<file path="src/rtl/branch_pkg.sv">
// Shared types and constants for the branch resolution controller and its BHT.
package branch_pkg;
    typedef enum logic [1:0] {IDLE, WAIT_OPS, HOLD} bp_state_t;

    localparam logic [1:0]  BHT_INIT = 2'b01;
    localparam logic [31:0] PC_STEP  = 32'd4;
endpackage

</file>
<file path="src/rtl/branch_history_table.sv">
// 2-bit saturating-counter branch history table with a combinational read port.
module branch_history_table
    import branch_pkg::*;
#(
    parameter int ENTRIES = 16,
    localparam int IDX_W  = $clog2(ENTRIES)
) (
    input  logic             clk,
    input  logic             rst_n,
    input  logic [IDX_W-1:0] rd_idx,
    output logic             rd_pred,
    input  logic             wr_en,
    input  logic [IDX_W-1:0] wr_idx,
    input  logic             taken
);
    logic [1:0] cnt [ENTRIES];

    // Read sees the pre-edge value on a same-cycle write to the same index.
    assign rd_pred = cnt[rd_idx][1];

    always_ff @(posedge clk or negedge rst_n) begin
        if (!rst_n) begin
            for (int i = 0; i < ENTRIES; i++) cnt[i] <= BHT_INIT;
        end else if (wr_en) begin
            if (taken && cnt[wr_idx] != 2'b11)
                cnt[wr_idx] <= cnt[wr_idx] + 2'd1;
            else if (!taken && cnt[wr_idx] != 2'b00)
                cnt[wr_idx] <= cnt[wr_idx] - 2'd1;
        end
    end
endmodule

</file>
<file path="src/rtl/branch_resolve_ctrl.sv">
// EX-stage branch resolution: prediction lookup, mispredict redirect/flush,
// operand-wait stall, redirect hold until fetch accepts, and statistics.
module branch_resolve_ctrl
    import branch_pkg::*;
#(
    parameter int BHT_ENTRIES = 16,
    parameter int CNT_W       = 16
) (
    input  logic             clk,
    input  logic             rst_n,
    input  logic [31:0]      if_pc,
    output logic             if_pred_taken,
    input  logic             ex_valid,
    input  logic             ex_branch,
    input  logic             ex_jump,
    input  logic [31:0]      ex_pc,
    input  logic [31:0]      ex_target,
    input  logic             ex_pred_taken,
    input  logic             ex_ops_ready,
    input  logic             cmp_taken,
    output logic             redirect_valid,
    output logic [31:0]      redirect_pc,
    input  logic             redirect_ready,
    output logic             stall_req,
    output logic             flush_if_id,
    output logic             flush_id_ex,
    output logic [CNT_W-1:0] branch_cnt,
    output logic [CNT_W-1:0] mispred_cnt
);
    localparam int IDX_W = $clog2(BHT_ENTRIES);

    bp_state_t   state, next_state;
    logic [31:0] hold_pc;
    logic        cf_op, actual, mispred, resolve, is_branch;
    logic [31:0] fix_pc;

    logic unused_pc_bits;
    assign unused_pc_bits = ^{if_pc[31:IDX_W+2], if_pc[1:0]};

    // Gating with rst_n keeps every output at its reset value while reset is held.
    assign cf_op     = rst_n & ex_valid & (ex_branch | ex_jump);
    assign is_branch = ex_branch & ~ex_jump;
    assign actual    = ex_jump | cmp_taken;
    assign mispred   = actual != ex_pred_taken;
    assign fix_pc    = actual ? ex_target : ex_pc + PC_STEP;

    always_comb begin
        next_state     = state;
        resolve        = 1'b0;
        redirect_valid = 1'b0;
        redirect_pc    = 32'd0;
        stall_req      = 1'b0;
        flush_if_id    = 1'b0;
        flush_id_ex    = 1'b0;
        case (state)
            HOLD: begin
                redirect_valid = 1'b1;
                redirect_pc    = hold_pc;
                stall_req      = 1'b1;
                flush_if_id    = 1'b1;
                flush_id_ex    = 1'b1;
                if (redirect_ready) next_state = IDLE;
            end
            default: begin
                next_state = IDLE;
                if (cf_op && !ex_ops_ready) begin
                    stall_req  = 1'b1;
                    next_state = WAIT_OPS;
                end else if (cf_op) begin
                    resolve = 1'b1;
                    if (mispred) begin
                        redirect_valid = 1'b1;
                        redirect_pc    = fix_pc;
                        flush_if_id    = 1'b1;
                        flush_id_ex    = 1'b1;
                        if (!redirect_ready) begin
                            stall_req  = 1'b1;
                            next_state = HOLD;
                        end
                    end
                end
            end
        endcase
    end

    always_ff @(posedge clk or negedge rst_n) begin
        if (!rst_n) begin
            state       <= IDLE;
            hold_pc     <= 32'd0;
            branch_cnt  <= '0;
            mispred_cnt <= '0;
        end else begin
            state <= next_state;
            if (resolve && mispred && !redirect_ready) hold_pc <= fix_pc;
            if (resolve && is_branch) branch_cnt <= branch_cnt + 1'b1;
            if (resolve && mispred)   mispred_cnt <= mispred_cnt + 1'b1;
        end
    end

    branch_history_table #(.ENTRIES(BHT_ENTRIES)) u_bht (
        .clk     (clk),
        .rst_n   (rst_n),
        .rd_idx  (if_pc[IDX_W+1:2]),
        .rd_pred (if_pred_taken),
        .wr_en   (resolve & is_branch),
        .wr_idx  (ex_pc[IDX_W+1:2]),
        .taken   (actual)
    );
endmodule

</file>
<file path="config.mk">
export PLATFORM = sky130hd
export DESIGN_NAME = branch_resolve_ctrl
export DESIGN_NICKNAME = d
export VERILOG_FILES = /design/src/rtl/branch_pkg.sv /design/src/rtl/branch_history_table.sv /design/src/rtl/branch_resolve_ctrl.sv
export SDC_FILE = /design/constraint.sdc
export NUM_CORES = 1
export LEC_CHECK = 0
export ABC_AREA = 0
export CAP_MARGIN = 15
export CORE_ASPECT_RATIO = 0.75
export CORE_UTILIZATION = 35
export DETAILED_ROUTE_END_ITERATION = 10
export MAX_ROUTING_LAYER = met4
export SLEW_MARGIN = 20
export SYNTH_ARGS = -nofsm -noshare
export SYNTH_HDL_FRONTEND = slang
export SYNTH_SLANG_ARGS = --single-unit
</file>
<file path="constraint.sdc">
create_clock -name clk -period 2.8 [get_ports clk]
set_input_delay 0.42 -clock clk [delete_from_list [all_inputs] [get_ports clk]]
set_output_delay 0.42 -clock clk [all_outputs]
set_load 0.01 [all_outputs]
</file>
## Yosys cells after proc, flatten, opt, wreduce, memory -nomap -nowiden

Index checks and enable logic that the tools add are counted.
Widths: inputs -> output; s select.

- $add $sub $neg: 5
- Magnitude comparators: 3
- Equal/unequal tests: 4
- Mux-type cells: 35
- Bitwise operators: 9
- Reductions and logical operators: 13

Operator list:

| operator | number |
|---|---|
| $mux 32 | 7 |
| $bwmux 32 | 2 |
| $add 16x1->16 const B | 2 |
| $add 32x3->32 const B | 1 |
| $mux 2 | 11 |
| $bmux 2 s4 | 2 |
| $mux 1 | 12 |
| $ge 5x5->1 const B | 2 |
| $not 4->5 | 2 |
| $demux 2 s4 | 1 |
| $logic_and 1x1->1 | 7 |
| $lt 5x1->1 const B | 1 |
| $and 1x1->1 | 4 |
| $ne 2x2->1 const B | 2 |
| $reduce_bool 2->1 | 2 |
| $logic_not 1->1 | 3 |
| $add 2x1->2 const B | 1 |
| $eq 2x2->1 const B | 1 |
| $or 1x1->1 | 2 |
| $reduce_and 2->1 | 1 |
| $sub 2x1->2 const B | 1 |
| $ne 1x1->1 | 1 |
| $not 1->1 | 1 |

- Register bits: 98
- Bits of input ports: 105
- Output and inout bits: 69
- Word-level logic and storage cells: 89

## Depth between registers and ports, before layout

Gate-level depths: netlist of run 1.

- Depth in word-level cells: 8
- Gate-level depth with buffers: 12
- Depth with buffers taken out: 10

## Hierarchy

A second synthesis of run 1 with hierarchy kept.

- Cell total of the unflattened synthesis: 611
- Area total of the unflattened synthesis: 6,231.0 um2

Modules (own cells, without submodules):

| module | times used | cells each | area each (um2) |
|---|---|---|---|
| branch_resolve_ctrl | 1 | 468 | 4,201.5 |
| branch_history_table | 1 | 143 | 2,029.4 |

## Worst setup path after synthesis of run 1

OpenSTA, ideal clock, no wires.

- Kind: input-to-reg
- Start: in ex_pc[3]
- End: reg u_bht.cnt[31] (netlist name)
- Setup time: 0.127 ns
- Data arrival time: 2.891 ns
- Data required time: 2.673 ns
- Setup slack: -0.219 ns
- Stages: 9
- Buffers on the path: 2
- Path through: buf_2 > buf_2 > mux4_2 > mux4_2 > ha_1 > mux2i_2 > nand3_1 > or3_1 > mux2_1

- Longest elaborated chain between the ends: 8
- Elaborated cells on any way between the ends: 21
- Those cells by class: add/sub (2); order compare (2); eq/ne (1); mux (9); bitwise (1); reduce/logical (6)

Ends and longest elaborated chain:

| what | line | source |
|---|---|---|
| start: declaration | branch_resolve_ctrl.sv:16 | `input logic [31:0] ex_pc,` |
| $not 4->5 (implied by the code) (*) | - |  |
| $bmux 2 s4 (tied with other cells) | - |  |
| $mux 2 (implied by the code) / $logic_and 1x1->1 (equally long branches) | - |  |
| $mux 2, on equally long branches | - |  |
| $sub 2x1->2 (tied with other cells) | branch_history_table.sv:28 | `cnt[wr_idx] <= cnt[wr_idx] - 2'd1;` |
| $bwmux 32 (tied with other cells) | branch_history_table.sv:28 |  |
| $mux 32 / $reduce_bool 2->1 (equally long branches) | - |  |
| $mux 32 / $reduce_and 2->1 (equally long branches) | - |  |
| end signal: indexed assignment | branch_history_table.sv:26 | `cnt[wr_idx] <= cnt[wr_idx] + 2'd1;` |
| end signal: indexed assignment | branch_history_table.sv:28 |  |
| end: declaration | branch_history_table.sv:16 | `logic [1:0] cnt [ENTRIES];` |

Mark *: on every way between the ends. The rest lies on a longest branch, timed or not. The select of a mux whose other input is x is not followed.
A chain may end at the register's enable or synchronous reset.

## Worst setup path in the final report of run 1

- Start: reg u_bht.cnt[31] (netlist name)
- End: reg u_bht.cnt[31] (netlist name)

- Longest elaborated chain between the ends: 7
- Elaborated cells on any way between the ends: 15
- Those cells by class: add/sub (2); eq/ne (1); mux (7); reduce/logical (5)

Ends and longest elaborated chain:

| what | line |
|---|---|
| $bmux 2 s4 | - |
| $mux 2 (implied by the code) (2 in series) | - |
| $sub 2x1->2 (tied with other cells) | branch_history_table.sv:28 |
| $bwmux 32 (tied with other cells) | branch_history_table.sv:28 |
| $mux 32 / $reduce_bool 2->1 (equally long branches) | - |
| $mux 32 / $reduce_and 2->1 (equally long branches) | - |

Parallel ways exist; a longest one is shown, timed or not. The select of a mux whose other input is x is not followed.

==> results of run 1 <==
## power by group through the flow
stage          Combinational [uW]  Clock (uW)  Sequential (uW)
2_1_floorplan                 371           0             1750
3_5_place_dp                  856           0             1760
3_3_place_gp                  832           0             1750
5_1_grt                       948        1370             1770
6_report                      871        1280             1740
4_1_cts                       861        1310             1740
## cells in the mapped netlist, drive strengths merged (4+ instances only)
cell type and instances:
ha 8, clkbuf 18, xor2 15, or3 6, buf 14, mux2i 11
mux4 11, nand4 20, xnor2 34, dfstp 16, and3 7, nor4 9
a22o 7, o211ai 4, nand3 33, nand2 79, dfrtp 82, nor2 30
inv 7, mux2 45, nor2b 4, a21oi 10, a32oi 4, o21ai 69
o31ai 5, and4 7, nor3 15
## metal layers
| layer | vias to the layer above | track usage [%] |
|---|---|---|
| met5 | - | - |
| met2 | 184 | 32.3 |
| met4 | 0 | 7.87 |
| met1 | 2699 | 30.3 |
| li1 | 2602 | - |
| met3 | 25 | 4.16 |
## cells by family after synthesis
group | Yosys count | synth area share [%]
buffers and inverters | 40 | 2.99
AOI/OAI and AO/OA | 114 | 11.9
adders and majority gates | 8 | 1.70
muxes | 67 | 14.7
and+or+nand+nor | 221 | 19.5
DFF | 98 | 42.0
xor gates and xnor gates | 49 | 7.29
## critical path, cell delays in order, from the launching register on
cell and delay [ns]:
dfrtp_1 0.43, mux4_2 0.47, mux4_2 0.52, ha_4 0.19
mux2i_4 0.24, nand3_2 0.15, or3_4 0.38, mux2_4 0.30
## worst max-delay path by stage
stage | end | startpoint
finish | u_bht.cnt[31] | u_bht.cnt[31]
detailed placement | flip-flop | ex_pc[2]
global route | u_bht.cnt[31] | u_bht.cnt[31]
floorplan | u_bht.cnt[31] | ex_pc[2]
global placement | redirect_pc[26] | ex_pc[2]
CTS | redirect_pc[28] | ex_pc[19]
## per-stage QoR
step / util [%] / area [sq um]
floorplan: - / 5960
global placement: 51.1 / 8290
detailed placement: 51.1 / 8290
CTS: 53.9 / 8740
global route: 54.6 / 8850
finish: 54.6 / 8850
## final cells by class
| class | instances | area share (%) |
|---|---|---|
| well taps | 210 | 2.97 |
| repair buffers | 246 | 25.1 |
| clock inverters | 6 | 0.806 |
| flip-flops and latches | 98 | 27.9 |
| multi-input cells | 459 | 40.2 |
| inverters | 8 | 0.339 |
| clock buffers | 10 | 2.59 |
## what timing repair did
action                     in CTS  in global routing
gates resized for setup       101                 47
pin swaps                      16                 10
hold endpoints to repair        0                  0
setup endpoints to repair      65                 48
buffers inserted                3                  4
==> metrics, run 1 <==
fmax=0.358 GHz; Switch Pwr=1120 uW; setup TNS=0 ns; worst-margin pin slew=0.665 ns; drt drc=0; power per cell area=440 nW/um^2; via/cell ratio=5.31; global route total overflow=0; gp weighted congestion=about 0.9; max cap viols=0; layout cells sized above 1=a little under a third; Die Height=around 110 um; met3 wire len=1.13 mm; Port-buffer cells=approximately 150; largest net degree at the start of global routing=52; unrepaired setup endpoints after global routing=yes; R2R setup slack=0.008 ns; Clk network pwr share=33.0%; worst-path maximum fanout=5; Seq pwr share=44.7%; top cells by area, synth=dfrtp_1, mux2_2, dfstp_2; multi-input logic area=3560 sq um; worst r2r dst=u_bht.cnt[31]; Post-synth top flop=dfrtp_1; initial antenna violation count=0; filler instances=1423; top-area cell type share of the netlist area=a little over a third; sw frac=about 29%; Place WS=-0.782 ns; final setup violation count=0; Worst setup SP type=flip-flop; placed insts=1014; Register Area=2470 sq um; die area=17400 sq um; sequential share of the synthesized area=42.0%; Max H-tree Level=3; Tmin final=about 2.8 ns; clk slew on worst S/H paths=approximately 0.070 ns; first-pass GRT wire length=slightly below 30 mm; commonest non-fill, non-tap cells in the layout=clkdlybuf4s50_1, buf_4, dfrtp_1, nand2_1, o21ai_0; top sig layer=met4; period utilization=99.7%; # diodes=0; vias in the first global route=5453; I/O Pins=174; Clock Latency Late Sink=0.36 ns; length of routed wiring on met1=~8.6 mm; Relative slew margins=55.7%; area delta synth->final=50.2%; CTS tree=done; Ys Warns=0; core box area=16200 sq um; cells after synthesis=between 500 and 600; Data required, critical path=3.05 ns; Total Routing Usage GR=22.0%; Num Clock Sinks=98; Post-Syn Area per Cell=9.87 sq um; clock skew=0.0110 ns; final antenna-violating net count=0; Fin. Hold Viols=0; Post-synth EDFFs=0; Critical Path AT=between 3 and 4 ns; DR pass1 iterations=4; Logic pwr share=22.4%; R2R depth=7; post-synth top area cell=dfrtp_1; DP HPWL=13.6 mm; routed length per instance=17.6 um; status=complete, no violations; non-filler instance count after layout=1037; flops & latches, synth=98; worst hold path class=in -> async; CTS Root Cell=clkbuf_16; Critical Path End Type=flip-flop; reg2reg start=u_bht.cnt[31]; Async S/R FF share, synth=100%; Hold Slack=about 0.19 ns; P_int=2780 uW; Starting Density=36.3%; syn_nets=710; post-synthesis cell type count=56; hold buffer count at CTS=0; WL met2=8.13 mm; Inserted Clock Buffers=9; VDD IR max=0.000275 V; Final #Nets=935; post-synth design cell area=roughly 5900 sq um; leak pwr=0.00382 uW; most common cell after layout, fill and taps aside=clkdlybuf4s50_1; Post-Route WL=~18 mm; final worst slack=0.00756 ns; Slew Limit Fails=0; Starting DRT DRC Count=300; total power=3900 uW; via count=around 5500; num rows=40; Die X=approximately 150 um; CTS Buffer Depth=2; Worst Path Class, Setup=reg -> reg
(Power assumes the default switching activity.)
==> run 2, diff against run 1 <==
--- a/config.mk
+++ b/config.mk
@@ -8,10 +8,10 @@
 export ABC_AREA = 0
 export CAP_MARGIN = 15
 export CORE_ASPECT_RATIO = 0.75
-export CORE_UTILIZATION = 35
+export CORE_UTILIZATION = 44
 export DETAILED_ROUTE_END_ITERATION = 10
 export MAX_ROUTING_LAYER = met4
-export SLEW_MARGIN = 20
+export PLACE_DENSITY = 0.78
 export SYNTH_ARGS = -nofsm -noshare
 export SYNTH_HDL_FRONTEND = slang
 export SYNTH_SLANG_ARGS = --single-unit
==> run 2 against run 1 <==
  * The flow now finishes with violations (setup timing)
  * Clock power is 7% higher
  * Via count is 3.0% higher
  * Critical path depth did not move
  * Sequential power barely moved
  * Hold slack better by 0.0061 ns
  * Sequential share of layout area hardly changed
  * Largest power group unchanged
==> metrics, run 2 (synthesized netlist as in run 1, its figures left out) <==
Slew Limit Fails=0 (unchanged); fmax=0.353 GHz (-1.5%); VDD IR max=0.000339 V (+23%); CTS Root Cell=clkbuf_16; area delta synth->final=50.3% (about the same); Die X=136 um (-11%); period utilization=101% (+1.5 points); via/cell ratio=5.66 (+6.6%); Final #Nets=939 (+0.43%); initial antenna violation count=0 (unchanged); Die Height=102 um (-11%); Worst Path Class, Setup=reg -> reg; max cap viols=0 (unchanged); drt drc=0 (unchanged); die area=13900 sq um (-20%); power per cell area=450 nW/um^2 (+2.2%); Max H-tree Level=3 (unchanged); Critical Path End Type=flip-flop; final setup violation count=7 (+7); Num Clock Sinks=98 (unchanged); worst-margin pin slew=0.708 ns (+0.0430 ns); DP HPWL=13.8 mm (+1.1%); commonest non-fill, non-tap cells in the layout=buf_4, clkdlybuf4s50_1, dfrtp_1, nand2_1, o21ai_0; worst-path maximum fanout=5 (unchanged); P_int=2870 uW (+3.4%); final worst slack=-0.0357 ns (-0.0432 ns); global route total overflow=0 (unchanged); final core occ=68.0% (+13 points); Starting Density=45.3% (+8.9 points); Total Routing Usage GR=28.5% (+6.5 points); Post-Route WL=18.4 mm (+1.2%); Clock Latency Late Sink=0.34 ns (-0.02 ns); Critical Path AT=3.06 ns (+0.02 ns); Worst setup SP type=flip-flop; Place WS=-0.738 ns (+0.0442 ns); Port-buffer cells=145 (unchanged); CTS tree=done; gp weighted congestion=1.00 (+9.4%); sw frac=27.9% (-0.76 points); via count=5675 (+3.0%); Clk network pwr share=34.3% (+1.3 points); most common cell after layout, fill and taps aside=buf_4; unrepaired setup endpoints after global routing=yes; Switch Pwr=1110 uW (-0.43%); clock skew=0.00579 ns (-0.00520 ns); # diodes=0 (unchanged); vias in the first global route=5737 (+5.2%); largest net degree at the start of global routing=53 (+1.9%); first-pass GRT wire length=29.3 mm (+1.1%); Inserted Clock Buffers=9 (unchanged); Data required, critical path=3.03 ns (-0.02 ns); DR pass1 iterations=5 (+1); routed length per instance=18.4 um (+4.8%); core box area=13000 sq um (-20%); Logic pwr share=21.9% (-0.5 points); worst hold path class=in -> async; failing checks=setup timing; Relative slew margins=52.8% (-2.9 points); status=finished, violations left; I/O Pins=174 (unchanged); Starting DRT DRC Count=410 (+37%); Seq pwr share=43.7% (-1.0 points); num rows=36 (-10%); Tmin final=2.84 ns (+0.0432 ns); CTS Buffer Depth=2 (unchanged); clk slew on worst S/H paths=0.07 ns (about the same); final antenna-violating net count=0 (unchanged); leak pwr=0.00386 uW (+1.1%); layout cells sized above 1=34.2% (+2.5 points); Fin. Hold Viols=0 (unchanged)
==> run 2: area by class of cell <==
class	instances	area [sq um]
fillers	968	4170
multi-input cells	459	3570
flip-flops and latches	98	2470
repair buffers	250	2240
clock buffers	10	229
well taps	171	214
clock inverters	6	96.3
inverters	8	30.0
==> run 2: routing by layer <==
metal	vias to the layer above	global-route usage [%]	wire length (um)
li1	2616	-	-
met1	2779	37.5	8170
met2	249	45.4	8640
met3	31	4.91	1310
met4	0	7.87	321
met5	-	-	0
==> run 2: path summary, 6_finish.rpt <==
path / slack, ns / cells after the start / start / endpoint
hold / removal: 0.19 / 2 / rst_n / branch_cnt[4]
max in group asynchronous: 1.47 / 3 / rst_n / hold_pc[18]
setup / recovery: -0.04 / 7 / u_bht.cnt[1] / u_bht.cnt[27]
min in group clk: 0.48 / 2 / hold_pc[21] / hold_pc[21]
setup reg to reg: -0.04 / 7 / u_bht.cnt[1] / u_bht.cnt[27]
hold reg to reg: 0.48 / 2 / hold_pc[21] / hold_pc[21]
==> run 2: repair_timing <==
action                                  CTS  global route
setup buffers                             4             0
hold buffers                              0             0
endpoints found under the setup margin   69            55
pin swaps                                13            10
endpoints found under the hold margin     0             0
gates resized for setup                 106            76
==> run 2: through the flow <==
step | cells | power, uW | setup TNS [ns] | area, sq um | hold WS, ns
after floorplan | 597 | 2120 | -0.134 | 5960 | 0.124
after global placement | 982 | 2580 | -30.65 | 8300 | 0.460
after detailed placement | 982 | 2620 | -34.36 | 8300 | 0.467
after CTS | 1002 | 3990 | 0 | 8800 | 0.218
after global routing | 1002 | 4170 | -0.727 | 8850 | 0.247
final | 1002 | 3980 | -0.136 | 8850 | 0.193
==> run 2: power by group through the flow <==
stage	registers (uW)	clock network [uW]	logic [uW]
global placement	1750	0	827
detailed placement	1760	0	856
floorplan	1750	0	371
CTS	1740	1390	863
global route	1770	1440	956
finish	1740	1370	874
==> run 2: worst max-delay path, stage by stage (launching register included) <==
cell     delay [ns]
dfrtp_1        0.42
mux4_2         0.49
mux4_2         0.54
ha_4           0.19
mux2i_4        0.25
nand3_2        0.16
or3_4          0.38
mux2_2         0.28
